File: src/rtl/id_display_scan.sv
// Purpose : 4-digit multiplexed common-anode display for the student-ID FSM (AN3=state, AN2/AN1=ID history, AN0=live ID).
// Latency : an/seg/dp are registered, so they reflect scan counter/index/digit values one clock later.
// Backpress: none; the block samples its inputs every clock and never stalls the FSM.
// Optional : define SEG_BLINK_EN to blink the state digit while the FSM sits on its final ID digit (state 8).
module id_display_scan #(
    parameter int REFRESH_DIV = 50000,
    parameter int BLANK_CYC   = 16,
    parameter int BLINK_DIV   = 25000000
) (
    input  logic       clk,
    input  logic       reset,
    input  logic [3:0] student_id,
    input  logic [3:0] current_state,
    output logic [6:0] seg,
    output logic       dp,
    output logic [3:0] an
);

    localparam int              CW        = (REFRESH_DIV > 1) ? $clog2(REFRESH_DIV) : 1;
    localparam logic [CW-1:0]   SLOT_LAST = CW'(REFRESH_DIV - 1);
    localparam logic [CW-1:0]   BLANK_END = CW'(BLANK_CYC);

    // Parameter sanity: each slot needs its blanking window plus at least two lit cycles.
    if (REFRESH_DIV < BLANK_CYC + 2) begin : g_bad_refresh
        $error("id_display_scan: REFRESH_DIV must be at least BLANK_CYC+2");
    end
    if (BLINK_DIV < 1) begin : g_bad_blink
        $error("id_display_scan: BLINK_DIV must be at least 1");
    end

    // Registered copies of the FSM outputs and the two-deep ID history.
    logic [3:0]    id_q;
    logic [3:0]    state_q;
    logic [3:0]    hist1;
    logic [3:0]    hist2;
    logic          v1;
    logic          v2;

    // Scan timing.
    logic [CW-1:0] slot_cnt;
    logic [1:0]    scan_idx;

    // Digit selection for the slot currently being scanned.
    logic [3:0]    digit;
    logic          digit_blank;
    logic          blink_blank;
    logic          in_blank;

    // Active-low {g,f,e,d,c,b,a} pattern for one hex digit.
    function automatic logic [6:0] hex_to_seg(input logic [3:0] d);
        logic [6:0] s;
        case (d)
            4'h0:    s = 7'b1000000;
            4'h1:    s = 7'b1111001;
            4'h2:    s = 7'b0100100;
            4'h3:    s = 7'b0110000;
            4'h4:    s = 7'b0011001;
            4'h5:    s = 7'b0010010;
            4'h6:    s = 7'b0000010;
            4'h7:    s = 7'b1111000;
            4'h8:    s = 7'b0000000;
            4'h9:    s = 7'b0010000;
            4'hA:    s = 7'b0001000;
            4'hB:    s = 7'b0000011;
            4'hC:    s = 7'b1000110;
            4'hD:    s = 7'b0100001;
            4'hE:    s = 7'b0000110;
            default: s = 7'b0001110;
        endcase
        return s;
    endfunction

    // Capture FSM outputs each clock; push the previously shown ID into history on every state change.
    always_ff @(posedge clk or posedge reset) begin
        if (reset) begin
            id_q    <= 4'h0;
            state_q <= 4'h0;
            hist1   <= 4'h0;
            hist2   <= 4'h0;
            v1      <= 1'b0;
            v2      <= 1'b0;
        end else begin
            id_q    <= student_id;
            state_q <= current_state;
            // Comparing against the registered state catches the 8->0 wrap like any other step;
            // an ID change alone leaves history untouched.
            if (current_state != state_q) begin
                hist2 <= hist1;
                v2    <= v1;
                hist1 <= id_q;
                v1    <= 1'b1;
            end
        end
    end

    // Slot counter and scan index: the index advances only when a slot finishes.
    always_ff @(posedge clk or posedge reset) begin
        if (reset) begin
            slot_cnt <= '0;
            scan_idx <= 2'd0;
        end else if (slot_cnt == SLOT_LAST) begin
            slot_cnt <= '0;
            scan_idx <= scan_idx + 2'd1;
        end else begin
            slot_cnt <= slot_cnt + CW'(1);
        end
    end

`ifdef SEG_BLINK_EN
    localparam int            BW         = (BLINK_DIV > 1) ? $clog2(BLINK_DIV) : 1;
    localparam logic [BW-1:0] BLINK_LAST = BW'(BLINK_DIV - 1);

    logic [BW-1:0] blink_cnt;
    logic          blink_on;

    // Free-running blink timebase; phase flips every BLINK_DIV clocks and restarts only on reset.
    always_ff @(posedge clk or posedge reset) begin
        if (reset) begin
            blink_cnt <= '0;
            blink_on  <= 1'b1;
        end else if (blink_cnt == BLINK_LAST) begin
            blink_cnt <= '0;
            blink_on  <= ~blink_on;
        end else begin
            blink_cnt <= blink_cnt + BW'(1);
        end
    end

    // The state digit goes dark in the off phase while the FSM shows its final ID digit.
    assign blink_blank = !blink_on && (state_q == 4'h8);
`else
    // Without blinking the state digit is always lit.
    assign blink_blank = 1'b0;
`endif

    // The first BLANK_CYC cycles of each slot keep all anodes off so the previous digit cannot ghost.
    assign in_blank = (slot_cnt < BLANK_END);

    // Pick the digit (and whether it is blank) for the slot being scanned.
    always_comb begin
        digit       = id_q;
        digit_blank = 1'b0;
        case (scan_idx)
            2'd0: begin
                digit       = id_q;
                digit_blank = 1'b0;
            end
            2'd1: begin
                digit       = hist1;
                digit_blank = !v1;
            end
            2'd2: begin
                digit       = hist2;
                digit_blank = !v2;
            end
            default: begin
                digit       = state_q;
                digit_blank = blink_blank;
            end
        endcase
    end

    // Register the display drive; a blank digit still drives its anode with all segments off.
    always_ff @(posedge clk or posedge reset) begin
        if (reset) begin
            an  <= 4'b1111;
            seg <= 7'h7F;
            dp  <= 1'b1;
        end else if (in_blank) begin
            an  <= 4'b1111;
            seg <= 7'h7F;
            dp  <= 1'b1;
        end else begin
            an  <= ~(4'b0001 << scan_idx);
            seg <= digit_blank ? 7'h7F : hex_to_seg(digit);
            // Decimal point separates the state digit from the ID digits; it follows the blink.
            dp  <= (scan_idx == 2'd3 && !digit_blank) ? 1'b0 : 1'b1;
        end
    end

endmodule

File: config.mk
export PLATFORM = sky130hd
export DESIGN_NAME = id_display_scan
export DESIGN_NICKNAME = d
export VERILOG_FILES = /design/src/rtl/id_display_scan.sv
export SDC_FILE = /design/constraint.sdc
export NUM_CORES = 1
export LEC_CHECK = 0
export ABC_AREA = 1
export BUFFER_PORTS_ARGS = -buffer_cell sky130_fd_sc_hd__buf_2
export CAP_MARGIN = 10
export CORE_UTILIZATION = 43
export DETAILED_ROUTE_END_ITERATION = 6
export PLACE_DENSITY_LB_ADDON = 0.1
export RECOVER_POWER = 50
export SLEW_MARGIN = 25
export SYNTH_ARGS = -nofsm -noshare
export SYNTH_HDL_FRONTEND = slang
export SYNTH_SLANG_ARGS = --single-unit
File: constraint.sdc
create_clock -name clk -period 5.4 [get_ports clk]
set_clock_uncertainty 0.05 [all_clocks]
set_input_delay 0.27 -clock clk [delete_from_list [all_inputs] [get_ports clk]]
set_output_delay 0.27 -clock clk [all_outputs]
set_load 0.005 [all_outputs]
==> key figures <==
Timing
  • Max Freq: roughly 420 MHz
  • RSZ-0062 raised after global routing: no
  • Final hold vios: 0
  • Final Max Slew Viols: 48
  • Worst slew pin tran: 1.98 ns
  • Fin crit share: between 40 and 50%
  • Worst hold slack: between 0.01 and 0.015 ns
  • Final setup viols: 0
  • Worst rel slew slack: -32.9%
  • TNS Setup: 0 ns
  • Minimum clock period: roughly 2.4 ns

GRT
  • Vias in the first global route: 1642
  • First-pass GRT wire length: 7.99 mm
  • Overflow after GRT: 0
  • GRT Util Overall: around 17%
  • Initial antenna violation count: 0
  • Pin count of the biggest net entering global routing: 48

Logic synthesis
  • Xor and xnor fraction of the mapped netlist area: 3.67%
  • Number of synthesized register bits: 47
  • Adder-Cell Fraction of Synth Area: 6.29%
  • Cells after Synth: 290
  • Syn Area/Cell: 8.24 µm²
  • Number of flops mapped to enable cells by yosys: 0
  • Synthesis Warnings: 0
  • Multiplexer share of the synthesized area: 0%
  • Fraction of the mapped netlist area in simple logic gates: 27.4%
  • Mapped cell area: 2390 µm²
  • Cell variety after synth: 25
  • Ys flop type: dfrtp_1
  • Sequential share of the synthesized area: 49.8%
  • Synth Area in Compound Gates: 6.02%
  • Async set or reset register ratio after synthesis: 100%
  • Post-synthesis net count: ~310
  • Largest family of logic cells by synthesized area: simple AND/OR/NAND/NOR gates

Cells and area
  • FF+latch area: 1190 µm²
  • Share of layout cells above drive strength 1: between 10% and 20%
  • Antenna Cells: 0
  • Fin area: 2650 µm²
  • Area of the multi-input gates: between 1000 and 1500 µm²
  • Fin nets: 338
  • Fillcell total: a little over 500
  • Area Overhead vs Synth: 10.9%

Worst setup path
  • Crit Path Class: register to register
  • Worst EP required: 5.59 ns
  • Worst path slowest cell: o21ai_0
  • Register-to-Register Path Depth: 11
  • R2R setup slack: around 3.0 ns
  • R2R Path Start: scan_idx[0]$_DFFE_PP0N_
  • Worst Path Max Fanout: 6
  • Crit end category: register
  • RR Endpoint: seg[3]$_DFF_PP1_
  • Crit path top cell by count: nand2_1
  • Critical Path, Cell by Cell: inv_1 -> ha_1 -> nand2_1 -> nand2_1 -> o21ai_0 -> inv_1 -> ha_1 -> nand3_1 -> nand3_1 -> nand2_1 -> nand2_1
  • Critical path arrival: 2.58 ns
  • Nature of the critical path startpoint: register
  • CP max stage delay: ~0.54 ns

CTS
  • Inserted Clock Buffers: 5
  • Longest Clk Path Bufs: 2
  • Post CTS Setup Buffer Count: 0
  • CTS tree: done
  • CTS resizes: 0
  • Number of hold buffers added after cts: 0
  • Clk pin slew, worst setup/hold paths: 0.09 ns
  • Clk sinks: 47
  • Skew-Pair Late Insertion Delay: 0.31 ns
  • Clk root buf: clkbuf_8
  • CTS H-tree depth: 2

Drt
  • DRT Pass-1 Iters: 4
  • Post-route antenna net violation count: 0
  • Initial DRC Count: 120
  • DRC Markers: 0
  • Via count: 1819
  • Routed wire length: 4.50 mm
  • Vias per cell: 4.70
  • Average wire per standard cell: 11.6 µm

Placement
  • I/O Buffers: 21
  • Dpl hpwl: around 3.4 mm
  • Area after DPL: 2540 µm²
  • Placer Congestion: ~0.8

Power and ir drop
  • Worst-case vdd ir drop: approximately 180 µV
  • Pleak: 0.00134 µW
  • PD cells: between 200 and 250 nW/µm²

Die
  • Die Width: between 70 and 80 µm
  • Placeable Area: 5240 µm²
  • Die ar.: 5860 µm²
  • Die Ht: 76.5 µm
  • Rows: 26
  • I/O Pins: 22
  • Starting density of the core: about 46%

Status
  • Failing checks: max-capacitance violations, max-slew violations
  • Outcome: finished with violations

Worst hold path
  • Hold Crit Class: input pin to register
  • Worst Hold Path EP: id_q[2]$_DFF_PP0_
  • Hold path depth: 1
  • Hold path start: student_id[2]

Job
  • Max Cap Viol: 1
final cells by class:
| class | instances | share of cell area (%) |
|---|---|---|
| inverters | 33 | 4.72 |
| clock buffers | 5 | 2.60 |
| multi-input cells | 206 | 39.1 |
| well taps | 70 | 3.31 |
| clock inverters | 3 | 0.850 |
| repair buffers | 23 | 4.53 |
| flip-flops and latches | 47 | 44.9 |
worst max-delay path, delay by kind of cell, from the launching register on:
family	cells	cell delay (ns)
compound gates	1	0.54
fa+ha+maj	2	0.54
buf+inv	2	0.29
flops	1	0.41
simple gates	6	0.48
power breakdown:
part | total (µW) | switching, µW | internal (µW)
sequential | 376 | 6.80 | 369
combinational | 48.2 | 30.4 | 17.8
clock | 220 | 126 | 93.7
placed cells by master (no fill, tap or decap), types with 2 or more instances in the layout:
master	instances
buf_2	17
a21oi_1	9
inv_6	2
o21bai_1	3
clkbuf_8	5
nand4_1	2
nor2_1	46
dlygate4sd3_1	2
dfrtp_1	36
o21ai_0	11
xor2_1	10
dfstp_2	11
inv_1	31
ha_1	12
nand3_1	26
nand2_1	78
clkbuf_1	4
nor3_1	2
routing by layer:
layer / vias up / routed length (µm) / share of wire [%] / GRT usage, %
met3: 7 / 154 / 3.4 / 3.95
met1: 823 / 2460 / 55 / 27.2
met2: 32 / 1830 / 41 / 23.4
met4: 0 / 55 / 1.2 / 5.77
met5: - / 0 / 0 / 0
li1: 957 / - / - / -
synth_stat cells, drive strengths merged, types with 3 or more instances:
cell     n  share of area (%)
xor2    10                3.7
nand3   27                5.9
nor2    46                7.2
dfstp   11                 12
inv     33                5.2
a21oi    9                1.9
ha      12                6.3
buf      4                1.6
o21bai   3               0.94
nand2   79                 13
dfrtp   36                 38
o21ai   13                3.2
state kept, by name, summed over array words and instances, names as in the netlist:
| signal | cells |
|---|---|
| hist1 | 4 |
| slot_cnt | 16 |
| state_q | 4 |
| v2 | 1 |
| id_q | 4 |
| seg | 7 |
| v1 | 1 |
| scan_idx | 2 |
| hist2 | 4 |
| an | 4 |
per-stage QoR:
stage	power, µW	setup slack [ns]	util, %	cells
global route	678	2.74	50.6	387
detailed placement	431	3.02	48.5	377
CTS	651	2.99	50.3	385
finish	644	3.00	50.6	387
global placement	430	3.12	48.5	377
floorplan	415	3.31	-	290
cells by family (layout without fill, tap and decap cells):
| family | Yosys count | in the layout |
|---|---|---|
| adders and majority gates | 12 | 12 |
| and+or+nand+nor | 159 | 159 |
| buffers and inverters | 37 | 64 |
| AOI/OAI and AO/OA | 25 | 25 |
| xor gates and xnor gates | 10 | 10 |
| DFF | 47 | 47 |
worst max path at each step:
stage	from	endpoint	slack [ns]	cells past startpoint
final	scan_idx[0]$_DFFE_PP0N_	seg[3]$_DFF_PP1_	3.00	11
after global routing	scan_idx[0]$_DFFE_PP0N_	seg[3]$_DFF_PP1_	2.74	11
after CTS	scan_idx[0]$_DFFE_PP0N_	seg[3]$_DFF_PP1_	2.99	11
after detailed placement	scan_idx[0]$_DFFE_PP0N_	seg[3]$_DFF_PP1_	3.02	11
after global placement	scan_idx[0]$_DFFE_PP0N_	seg[3]$_DFF_PP1_	3.12	11
after floorplan	scan_idx[0]$_DFFE_PP0N_	seg[3]$_DFF_PP1_	3.31	11
(Power assumes the default switching activity.)
